===== src/rtl/mips_instr_encoder.sv =====
// Streaming MIPS instruction encoder. Packs one mnemonic and its operand
// fields per handshake into a 32-bit instruction word and queues it in a
// small FIFO. Words leave the FIFO tagged with consecutive byte addresses.
module mips_instr_encoder #(
  parameter int          DEPTH     = 4,
  parameter logic [31:0] BASE_ADDR = 32'h0000_3000
) (
  input  logic        clk,
  input  logic        rst_n,
  input  logic        clr,
  input  logic        in_valid,
  output logic        in_ready,
  input  logic [4:0]  in_mnem,
  input  logic [4:0]  in_rs,
  input  logic [4:0]  in_rt,
  input  logic [4:0]  in_rd,
  input  logic [4:0]  in_shamt,
  input  logic [15:0] in_imm,
  input  logic [25:0] in_target,
  output logic        out_valid,
  input  logic        out_ready,
  output logic [31:0] out_word,
  output logic [31:0] out_addr,
  output logic        err_illegal,
  output logic [7:0]  illegal_cnt,
  output logic [15:0] word_cnt
);

  localparam int PW = (DEPTH > 1) ? $clog2(DEPTH) : 1;
  localparam int CW = $clog2(DEPTH) + 1;
  localparam logic [CW-1:0] DEPTH_C = CW'(DEPTH);

  // Mnemonic indices whose field handling differs from the plain pattern.
  localparam logic [4:0] M_SLL     = 5'd10;
  localparam logic [4:0] M_SRA     = 5'd12;
  localparam logic [4:0] M_JR      = 5'd14;
  localparam logic [4:0] M_SYSCALL = 5'd15;
  localparam logic [4:0] M_J       = 5'd16;
  localparam logic [4:0] M_JAL     = 5'd17;
  localparam logic [4:0] M_BLTZ    = 5'd28;

  logic [31:0]   r_mem [DEPTH];
  logic [PW-1:0] r_wptr;
  logic [PW-1:0] r_rptr;
  logic [CW-1:0] r_count;
  logic [31:0]   r_addr;
  logic          r_err;
  logic [7:0]    r_ill_cnt;
  logic [15:0]   r_word_cnt;

  logic        w_legal;
  logic        w_accept;
  logic        w_wr;
  logic        w_pop;
  logic [31:0] w_word;
  logic [5:0]  w_op;
  logic [5:0]  w_funct;
  logic [4:0]  w_rs;
  logic [4:0]  w_rt;
  logic [4:0]  w_rd;
  logic [4:0]  w_sh;

  assign w_legal   = (in_mnem <= M_BLTZ);
  assign in_ready  = (r_count < DEPTH_C);
  assign out_valid = (r_count != '0);
  assign out_word  = out_valid ? r_mem[r_rptr] : 32'h0;
  assign out_addr  = r_addr;
  assign err_illegal = r_err;
  assign illegal_cnt = r_ill_cnt;
  assign word_cnt    = r_word_cnt;

  // Handshakes in a clr cycle are dropped; illegal mnemonics never reach the FIFO.
  assign w_accept = in_valid & in_ready & ~clr;
  assign w_wr     = w_accept & w_legal;
  assign w_pop    = out_valid & out_ready & ~clr;

  // Instruction packing with per-mnemonic field forcing.
  always_comb begin
    w_word  = 32'h0;
    w_op    = 6'h00;
    w_funct = 6'h00;
    w_rs    = in_rs;
    w_rt    = in_rt;
    w_rd    = in_rd;
    w_sh    = 5'h00;
    if (in_mnem < M_J) begin
      case (in_mnem[3:0])
        4'd0:    w_funct = 6'h20;
        4'd1:    w_funct = 6'h21;
        4'd2:    w_funct = 6'h22;
        4'd3:    w_funct = 6'h23;
        4'd4:    w_funct = 6'h24;
        4'd5:    w_funct = 6'h25;
        4'd6:    w_funct = 6'h26;
        4'd7:    w_funct = 6'h27;
        4'd8:    w_funct = 6'h2A;
        4'd9:    w_funct = 6'h2B;
        4'd10:   w_funct = 6'h00;
        4'd11:   w_funct = 6'h02;
        4'd12:   w_funct = 6'h03;
        4'd13:   w_funct = 6'h04;
        4'd14:   w_funct = 6'h08;
        default: w_funct = 6'h0C;
      endcase
      if (in_mnem >= M_SLL && in_mnem <= M_SRA) begin
        w_sh = in_shamt;
        w_rs = 5'h00;
      end
      if (in_mnem == M_JR) begin
        w_rt = 5'h00;
        w_rd = 5'h00;
      end
      if (in_mnem == M_SYSCALL) begin
        w_rs = 5'h00;
        w_rt = 5'h00;
        w_rd = 5'h00;
      end
      w_word = {6'h00, w_rs, w_rt, w_rd, w_sh, w_funct};
    end else if (in_mnem <= M_JAL) begin
      w_op   = (in_mnem == M_JAL) ? 6'h03 : 6'h02;
      w_word = {w_op, in_target};
    end else if (w_legal) begin
      case (in_mnem)
        5'd18:   w_op = 6'h04;
        5'd19:   w_op = 6'h05;
        5'd20:   w_op = 6'h08;
        5'd21:   w_op = 6'h09;
        5'd22:   w_op = 6'h0A;
        5'd23:   w_op = 6'h0C;
        5'd24:   w_op = 6'h0D;
        5'd25:   w_op = 6'h23;
        5'd26:   w_op = 6'h2B;
        5'd27:   w_op = 6'h20;
        default: w_op = 6'h01;
      endcase
      if (in_mnem == M_BLTZ) w_rt = 5'h00;
      w_word = {w_op, w_rs, w_rt, in_imm};
    end
  end

  // FIFO storage; contents are only meaningful where count says so, so no reset.
  always_ff @(posedge clk) begin
    if (w_wr) r_mem[r_wptr] <= w_word;
  end

  // FIFO pointers and occupancy.
  always_ff @(posedge clk or negedge rst_n) begin
    if (!rst_n) begin
      r_wptr  <= '0;
      r_rptr  <= '0;
      r_count <= '0;
    end else if (clr) begin
      r_wptr  <= '0;
      r_rptr  <= '0;
      r_count <= '0;
    end else begin
      if (w_wr)  r_wptr <= r_wptr + PW'(1);
      if (w_pop) r_rptr <= r_rptr + PW'(1);
      case ({w_wr, w_pop})
        2'b10:   r_count <= r_count + CW'(1);
        2'b01:   r_count <= r_count - CW'(1);
        default: r_count <= r_count;
      endcase
    end
  end

  // Output address and emitted-word counter advance on each pop.
  always_ff @(posedge clk or negedge rst_n) begin
    if (!rst_n) begin
      r_addr     <= BASE_ADDR;
      r_word_cnt <= '0;
    end else if (clr) begin
      r_addr     <= BASE_ADDR;
      r_word_cnt <= '0;
    end else if (w_pop) begin
      r_addr     <= r_addr + 32'd4;
      r_word_cnt <= r_word_cnt + 16'd1;
    end
  end

  // Sticky illegal-mnemonic flag and saturating count.
  always_ff @(posedge clk or negedge rst_n) begin
    if (!rst_n) begin
      r_err     <= 1'b0;
      r_ill_cnt <= '0;
    end else if (clr) begin
      r_err     <= 1'b0;
      r_ill_cnt <= '0;
    end else if (w_accept && !w_legal) begin
      r_err <= 1'b1;
      if (r_ill_cnt != 8'hFF) r_ill_cnt <= r_ill_cnt + 8'd1;
    end
  end

endmodule


===== config.mk =====
export PLATFORM = sky130hd
export DESIGN_NAME = mips_instr_encoder
export DESIGN_NICKNAME = d
export VERILOG_FILES = /design/src/rtl/mips_instr_encoder.sv
export SDC_FILE = /design/constraint.sdc
export NUM_CORES = 1
export LEC_CHECK = 0
export ABC_AREA = 0
export BUFFER_PORTS_ARGS = -buffer_cell sky130_fd_sc_hd__buf_4
export CORE_MARGIN = 1
export CORE_UTILIZATION = 30
export CTS_CLUSTER_SIZE = 28
export DETAILED_ROUTE_END_ITERATION = 8
export PLACE_DENSITY = 0.57
export SLEW_MARGIN = 20
export SYNTH_ARGS = -nofsm -noshare
export SYNTH_HDL_FRONTEND = slang
export SYNTH_SLANG_ARGS = --single-unit

===== constraint.sdc =====
create_clock -name clk -period 2.93 [get_ports clk]
set_input_delay 0.293 -clock clk [delete_from_list [all_inputs] [get_ports clk]]
set_output_delay 0.293 -clock clk [all_outputs]
set_load 0.005 [all_outputs]

==> impl_results.md, run 1 <==
- Period minus WS final: roughly 2.3 ns
- Worst slew pin tran: 0.962 ns
- Maximum number of pins on one net before global-route repair: 63
- Wire length on met3: roughly 800 um
- Row count: just over 60
- Setup slack, reg-to-reg: between 0.7 and 0.8 ns
- Total placed instance area: about 10,000 um^2
- Slew headroom: a little over a third
- Count of warnings emitted by yosys: 0
- Number of storage elements in the synthesis netlist: around 190
- Overall routed net length: around 20,000 um
- FF-to-FF End: r_count[2]$_DFFE_PN0P_
- Area taken by multi-input logic gates: roughly 3200 um^2
- Cell Area, Synth: just under 9000 um^2
- Worst hold path depth: 2
- Max layer used: met4
- Path depth of the worst reg2reg path: 7
- Top post-synthesis cells by area: edfxtp_1 43%, dfrtp_1 17%, mux4_2 8.0%
- Final hold vios: 0
- Post-Syn Instances: between 600 and 700
- Vertical extent of the die: roughly 170 um
- Critical Path AT: roughly 2.0 ns
- Initial antenna violation count: 0
- Summed area of non-filler cells in the final layout: ~11,000 um^2
- Vias: about 5,700
- Register cell area after layout: about 5300 um^2
- Per-cell via count in the routed design: 4.69
- Final weighted congestion in routability-driven placement: 0.804
- TritonCTS clock tree: done
- CTS max path bufs: 2
- Diode insertion count for antenna repair: 0
- Largest voltage drop on the vdd net: approximately 0.45 mV
- Latest clock arrival within the worst-skew pair: 0.43 ns
- Upper clock frequency limit: between 400 and 500 MHz
- Remaining Overflow, GRT: 0
- Status: finished clean
- H-tree levels: 4
- Mean instance size in the synthesized netlist: approximately 13 um^2
- Sequential fraction of the synthesis area: just over 60%
- Filler Cell Count: 2,664
- Terminating pin of the worst hold path: r_rptr[0]$_DFFE_PN0N_
- Number of global-route vias before repair: around 5,700
- Top-level port count: roughly 160
- Share of async-settable or async-resettable flops after synthesis: ~33%
- Power Internal: 5.23 mW
- Final setup violation count: 0
- Post-route setup TNS: 0 ns
- Clock slew seen by the registers of the worst setup and hold paths: about 0.08 ns
- Crit share post-route: between 70% and 80%
- EDFF count, synth: about 120
- Clock Power Share: between 30% and 40%
- Combinational fraction of design power: between 20% and 30%
- Worst EP required: 2.64 ns
- Global-route wire length before repair: approximately 31,000 um
- Start-to-end type of the worst setup path: reg -> out
- Switching part of the total: a little under a third
- Post-Route Skew: approximately 0.014 ns
- Setup repair after global routing missed its margin: false
- Library cell used as clock root buffer: clkbuf_16
- Final HPWL from detailed placement: approximately 13,000 um
- Part of the power in registers: 41.4%
- Area fraction of the dominant cell type after synthesis: between 40% and 50%
- Number of buffers inserted to repair setup after CTS: 0
- Final count of pins violating max slew: 0
- Largest driver fanout on the critical path: 9
- Top cell type by total area after synthesis: edfxtp_1
- Wire length on met2: between 10,000 and 15,000 um
- Fraction of final layout cells with drive strength greater than 1: approximately 30%
- Worst Setup End Kind: output pin
- Number of optimization iterations in the first detailed-route pass: 4
- Launch point of the worst reg-to-reg path: r_count[0]$_DFFE_PN0P_
- Path category of the worst min-delay check: in -> reg
- GRT Util Overall: between 10 and 15%
- Starting DRT DRC Count: between 200 and 300
- Detailed-route wire length on metal 1: 9030 um
- Floorplan die width: 172 um
- Average routed wire per standard cell: 16.6 um
- DRC errors left: 0
- Placeable core region: 28,200 um^2
- Net total in the final layout: approximately 900
- Detail Route Antenna Nets: 0
- Starting density of the core: between 30% and 40%
- Power density of the placed cells: ~680 nW/um^2
- Switch Pwr: between 2 and 2.5 mW
- Hold_sp: clr
- Startpoint Class: flip-flop
- Area overhead of the layout relative to synthesis: 27.4%
- MaxCap Viol Count: 0
- Leakage: between 4 and 5 nW
- Number of distinct library cells after synthesis: 55
- CTS Buf Count: 17
- DIE AREA: approximately 30,000 um^2
- Buffers on Ports: between 150 and 200
- Most used DFF post-synth: edfxtp_1
- Sinks on Clock Net: ~190
## layout by cell type (no fill, tap or decap), types with 3 or more instances in the layout
master     Yosys  final
a211oi_1       5      5
a21oi_1       13     13
a221o_1        6      6
a22o_1        10     10
a22oi_1        5      5
a311oi_1       4      4
and2_1         8      8
and3_1        16     16
buf_12         0      5
buf_4          3    171
clkbuf_16      0     17
clkinv_8       0      5
conb_1         1      3
dfrtp_1       60     59
edfxtp_1     124    124
ha_1          14     14
inv_1         26     26
inv_12         0      3
inv_6          0      3
mux2i_1       13     13
mux4_2        31     31
nand2_1       31     31
nand2b_1      13     13
nand3_1       25     25
nand4_1       17     17
nor2_1        56     56
nor2b_1       36     35
nor3_1         8      7
o21ai_0        5      5
o21ai_1        8      8
or3_1          4      4
xnor2_1       20     20
xor2_1        28     28
## worst max path at each step
stage               cells past startpoint  slack [ns]                          to             startpoint
global route                            4        0.46                out_word[31]  r_rptr[0]$_DFFE_PN0N_
global placement                        8        0.37  illegal_cnt[6]$_DFFE_PN0P_             in_mnem[0]
CTS                                     4        0.52                out_word[31]  r_rptr[0]$_DFFE_PN0N_
finish                                  4        0.59                out_word[10]  r_rptr[0]$_DFFE_PN0N_
floorplan                               6        0.59       r_mem[0][0]$_DFFE_PP_             in_mnem[1]
detailed placement                      8        0.35  illegal_cnt[6]$_DFFE_PN0P_             in_mnem[0]
## synth_stat cells, drive strengths merged, types with 5 or more instances
cell type	n
clkbuf	24
a221o	6
o21ai	13
nand3	25
nand4	17
xor2	28
nor2b	36
a211oi	5
nor3	8
a22oi	5
mux4	31
nand2	31
mux2i	13
nand2b	13
edfxtp	124
a22o	10
nor2	56
ha	14
inv	26
xnor2	20
dfrtp	60
and3	16
buf	9
a21oi	13
and2	8
## registers in the layout, summed over array words and instances (netlist names)
signal,cells
r_mem,124
out_addr,30
word_cnt,16
r_wptr,2
err_illegal,1
r_count,3
illegal_cnt,8
r_rptr,2
## per-stage QoR
| step | util, % | total power [mW] | hold slack [ns] | instances | setup WS, ns |
|---|---|---|---|---|---|
| final | 39.4 | 7.53 | 0.125 | 1207 | 0.593 |
| after global routing | 39.4 | 7.90 | 0.113 | 1207 | 0.462 |
| after CTS | 39.4 | 7.67 | 0.0967 | 1207 | 0.515 |
| after detailed placement | 37.1 | 5.18 | 0.452 | 1174 | 0.347 |
| after global placement | 37.1 | 5.17 | 0.451 | 1174 | 0.372 |
| after floorplan | - | 4.22 | -0.00259 | 653 | 0.589 |
## area by class of cell
type,instances,area share (%)
Sequential cell,186,47.6
Multi-Input combinational cell,408,28.9
Inverter,26,0.880
Tap cell,378,4.26
Timing Repair Buffer,177,12.6
Clock buffer,17,3.84
Clock inverter,15,1.97
## power by group through the flow
| stage | logic [mW] | registers [mW] | clock network [mW] |
|---|---|---|---|
| 2_1_floorplan | 1.10 | 3.13 | 0 |
| 3_3_place_gp | 2.00 | 3.17 | 0 |
| 3_5_place_dp | 2.01 | 3.17 | 0 |
| 4_1_cts | 2.01 | 3.12 | 2.54 |
| 5_1_grt | 2.14 | 3.14 | 2.63 |
| 6_report | 1.95 | 3.11 | 2.46 |
## cell families (layout without fill, tap and decap cells)
group,count (synthesis),count (layout),synth area share (%)
AO/OA/AOI/OAI,71,71,5.98
XOR/XNOR,48,48,4.83
adder cells (fa/ha/maj),15,15,2.24
buffers and inverters,59,235,2.73
flip-flops,186,186,60.6
multiplexers,46,46,9.77
other,1,3,0.0431
AND/OR/NAND/NOR,225,225,13.8
## routing by layer
layer  GRT usage, %  vias up
li1               -     2724
met1           18.2     2818
met2           23.7      110
met3           2.52       10
met4           3.77        0
met5              0        -
## repair_timing
item                      CTS  global route
hold buffers                1             0
resized for setup           0             0
hold endpoints to repair   51             0
## worst max-delay path: stages (launching register included)
cell and delay (ns):
dfrtp_2 0.51, buf_4 0.28, mux4_2 0.52, nor2b_1 0.15, buf_4 0.16
Power figures use the tool's default switching activity.
==> inputs of run 2 (changes only) <==
Clock period 2.93 ns to 2.4 ns, I/O delays scaled along.
==> impl_results.md, run 2 (synthesized netlist as in run 1, its figures left out) <==
- Status: finished clean
- Worst slew pin tran: 0.827 ns (-0.136 ns)
- Startpoint Class: flip-flop
- Post-Route Skew: 0.0199 ns (+0.00603 ns)
- Path category of the worst min-delay check: in -> reg
- Final setup violation count: 0 (unchanged)
- Fraction of final layout cells with drive strength greater than 1: 31.5% (+1.2 points)
- Final hold vios: 0 (unchanged)
- Top-level port count: 163 (unchanged)
- Post-CTS Hold Buffers: 1 (unchanged)
- Gates resized, CTS repair: 0 (unchanged)
- Crit share post-route: between 90% and 100%
- Leakage: 4.48 nW (+1.7%)
- Period minus WS final: roughly 2.2 ns
- GRT Util Overall: 14.5% (+0.51 points)
- Clock slew seen by the registers of the worst setup and hold paths: 0.09 ns (about the same)
- Floorplan die width: 172 um (unchanged)
- Average routed wire per standard cell: 16.8 um (+1.1%)
- Register with the most flip-flops: r_mem
- Top library cells by usage in the layout, fill and taps aside: 185 x buf_4, 124 x edfxtp_1, 59 x dfrtp_1
- Starting density of the core: 30.9% (unchanged)
- Final HPWL from detailed placement: 13,900 um (+4.7%)
- Initial antenna violation count: 0 (unchanged)
- Setup slack at placement: -0.0747 ns (-0.422 ns)
- Row count: 61 (unchanged)
- Starting DRT DRC Count: 364 (+22%)
- Vias: 5,710 (+0.85%)
- Worst Setup End Kind: output pin
- Flip-flop count of the largest register, all copies and words added: 124 (unchanged)
- Max incr delay on CP: 0.52 ns (about the same)
- Sinks on Clock Net: 186 (unchanged)
- Latest clock arrival within the worst-skew pair: 0.44 ns (about the same)
- Net total in the final layout: 918 (+1.7%)
- CTS max path bufs: 2 (unchanged)
- H-tree levels: 4 (unchanged)
- TritonCTS clock tree: done
- Per-cell via count in the routed design: 4.67 (-0.47%)
- Worst EP required: 2.16 ns (-0.48 ns)
- Critical Path AT: 1.99 ns (-0.05 ns)
- DIE AREA: 29,700 um^2 (unchanged)
- Number of buffers inserted to repair setup after CTS: 0 (unchanged)
- MaxCap Viol Count: 0 (unchanged)
- Global-route wire length before repair: 32,700 um (+3.9%)
- Start-to-end type of the worst setup path: reg -> out
- Largest driver fanout on the critical path: 31 (+22)
- Leading cell type in the layout, fill and taps excluded: buf_4
- Cell with the biggest individual delay on the critical path: mux4_2
- Number of optimization iterations in the first detailed-route pass: 6 (+2)
- Vertical extent of the die: 172 um (unchanged)
- List of cells traversed by the critical path: buf_12 -> mux4_2 -> nor2b_1 -> buf_4
- Setup repair after global routing missed its margin: false
- DRC errors left: 0 (unchanged)
- Worst-case setup margin in the final layout: 0.166 ns (-0.427 ns)
- CTS Buf Count: 17 (unchanged)
- Final count of pins violating max slew: 0 (unchanged)
- Number of global-route vias before repair: 5,924 (+4.5%)
- Maximum number of pins on one net before global-route repair: 63 (unchanged)
- Area overhead of the layout relative to synthesis: 28.9%
- Library cell used as clock root buffer: clkbuf_16
- Largest voltage drop on the vdd net: 0.477 mV (+6.2%)
- Overall routed net length: 20,600 um (+2.5%)
- Detail Route Antenna Nets: 0 (unchanged)
- Buffers on Ports: 159 (unchanged)
- Slew headroom: 44.9% (+10 points)
- Upper clock frequency limit: roughly 450 MHz
- Utilization after layout: 39.8% (+0.46 points)
- Power density of the placed cells: 821 nW/um^2 (+21%)
- Remaining Overflow, GRT: 0 (unchanged)
- Final weighted congestion in routability-driven placement: 0.785 (-2.3%)
- Placeable core region: 28,200 um^2 (unchanged)
run 2: path summary, 6_finish.rpt:
check / from / end / slack (ns) / cells past startpoint
max: r_rptr[0]$_DFFE_PN0N_ / out_word[31] / 0.17 / 4
min in group asynchronous: rst_n / word_cnt[12]$_DFFE_PN0N_ / 0.44 / 2
min: in_rt[1] / r_mem[0][17]$_DFFE_PP_ / 0.18 / 2
max in group asynchronous: rst_n / r_rptr[0]$_DFFE_PN0N_ / 1.36 / 2
max reg2reg: out_addr[12]$_DFFE_PN1N_ / out_addr[31]$_DFFE_PN0N_ / 0.39 / 5
min reg2reg: illegal_cnt[2]$_DFFE_PN0P_ / illegal_cnt[2]$_DFFE_PN0P_ / 0.56 / 1
run 2: routing by layer:
layer | global-route usage, % | vias up | part of all wire, %
met4 | 3.46 | 0 | 0.77
met1 | 19.4 | 2876 | 46
met2 | 24.4 | 75 | 51
met5 | 0 | - | 0
li1 | - | 2751 | -
met3 | 2.38 | 8 | 2.3
run 2: final cells by class:
type                            instances  area (um^2)
Antenna cell                            1         2.50
Clock buffer                           17          425
Clock inverter                         15          221
Fill cell                            2672        16900
Inverter                               26         97.6
Multi-Input combinational cell        408         3200
Sequential cell                       186         5280
Tap cell                              378          473
Timing Repair Buffer                  192         1520
run 2: through the flow:
stage,instance area (um^2),cells,hold WS (ns),setup TNS (ns),total power [mW]
finish,11200,1223,0.185,0,9.21
global route,11200,1222,0.185,0,9.73
CTS,11200,1222,0.167,0,9.41
detailed placement,10600,1189,0.396,-0.135,6.36
global placement,10600,1189,0.397,-0.0328,6.34
floorplan,8710,653,-0.0556,0,5.16
run 2: report_power, final:
| part | internal, mW | switching, mW | total [mW] |
|---|---|---|---|
| Combinational | 1.26 | 1.16 | 2.42 |
| Clock | 1.47 | 1.53 | 3.00 |
| Sequential | 3.66 | 0.126 | 3.79 |
| Total | 6.40 | 2.82 | 9.21 |
run 2: critical path: cells and delay by family, from the launching register on:
kind          cells  cell delay [ns]
buf+inv           2             0.44
simple gates      1             0.18
mux               1             0.52
flops             1             0.41
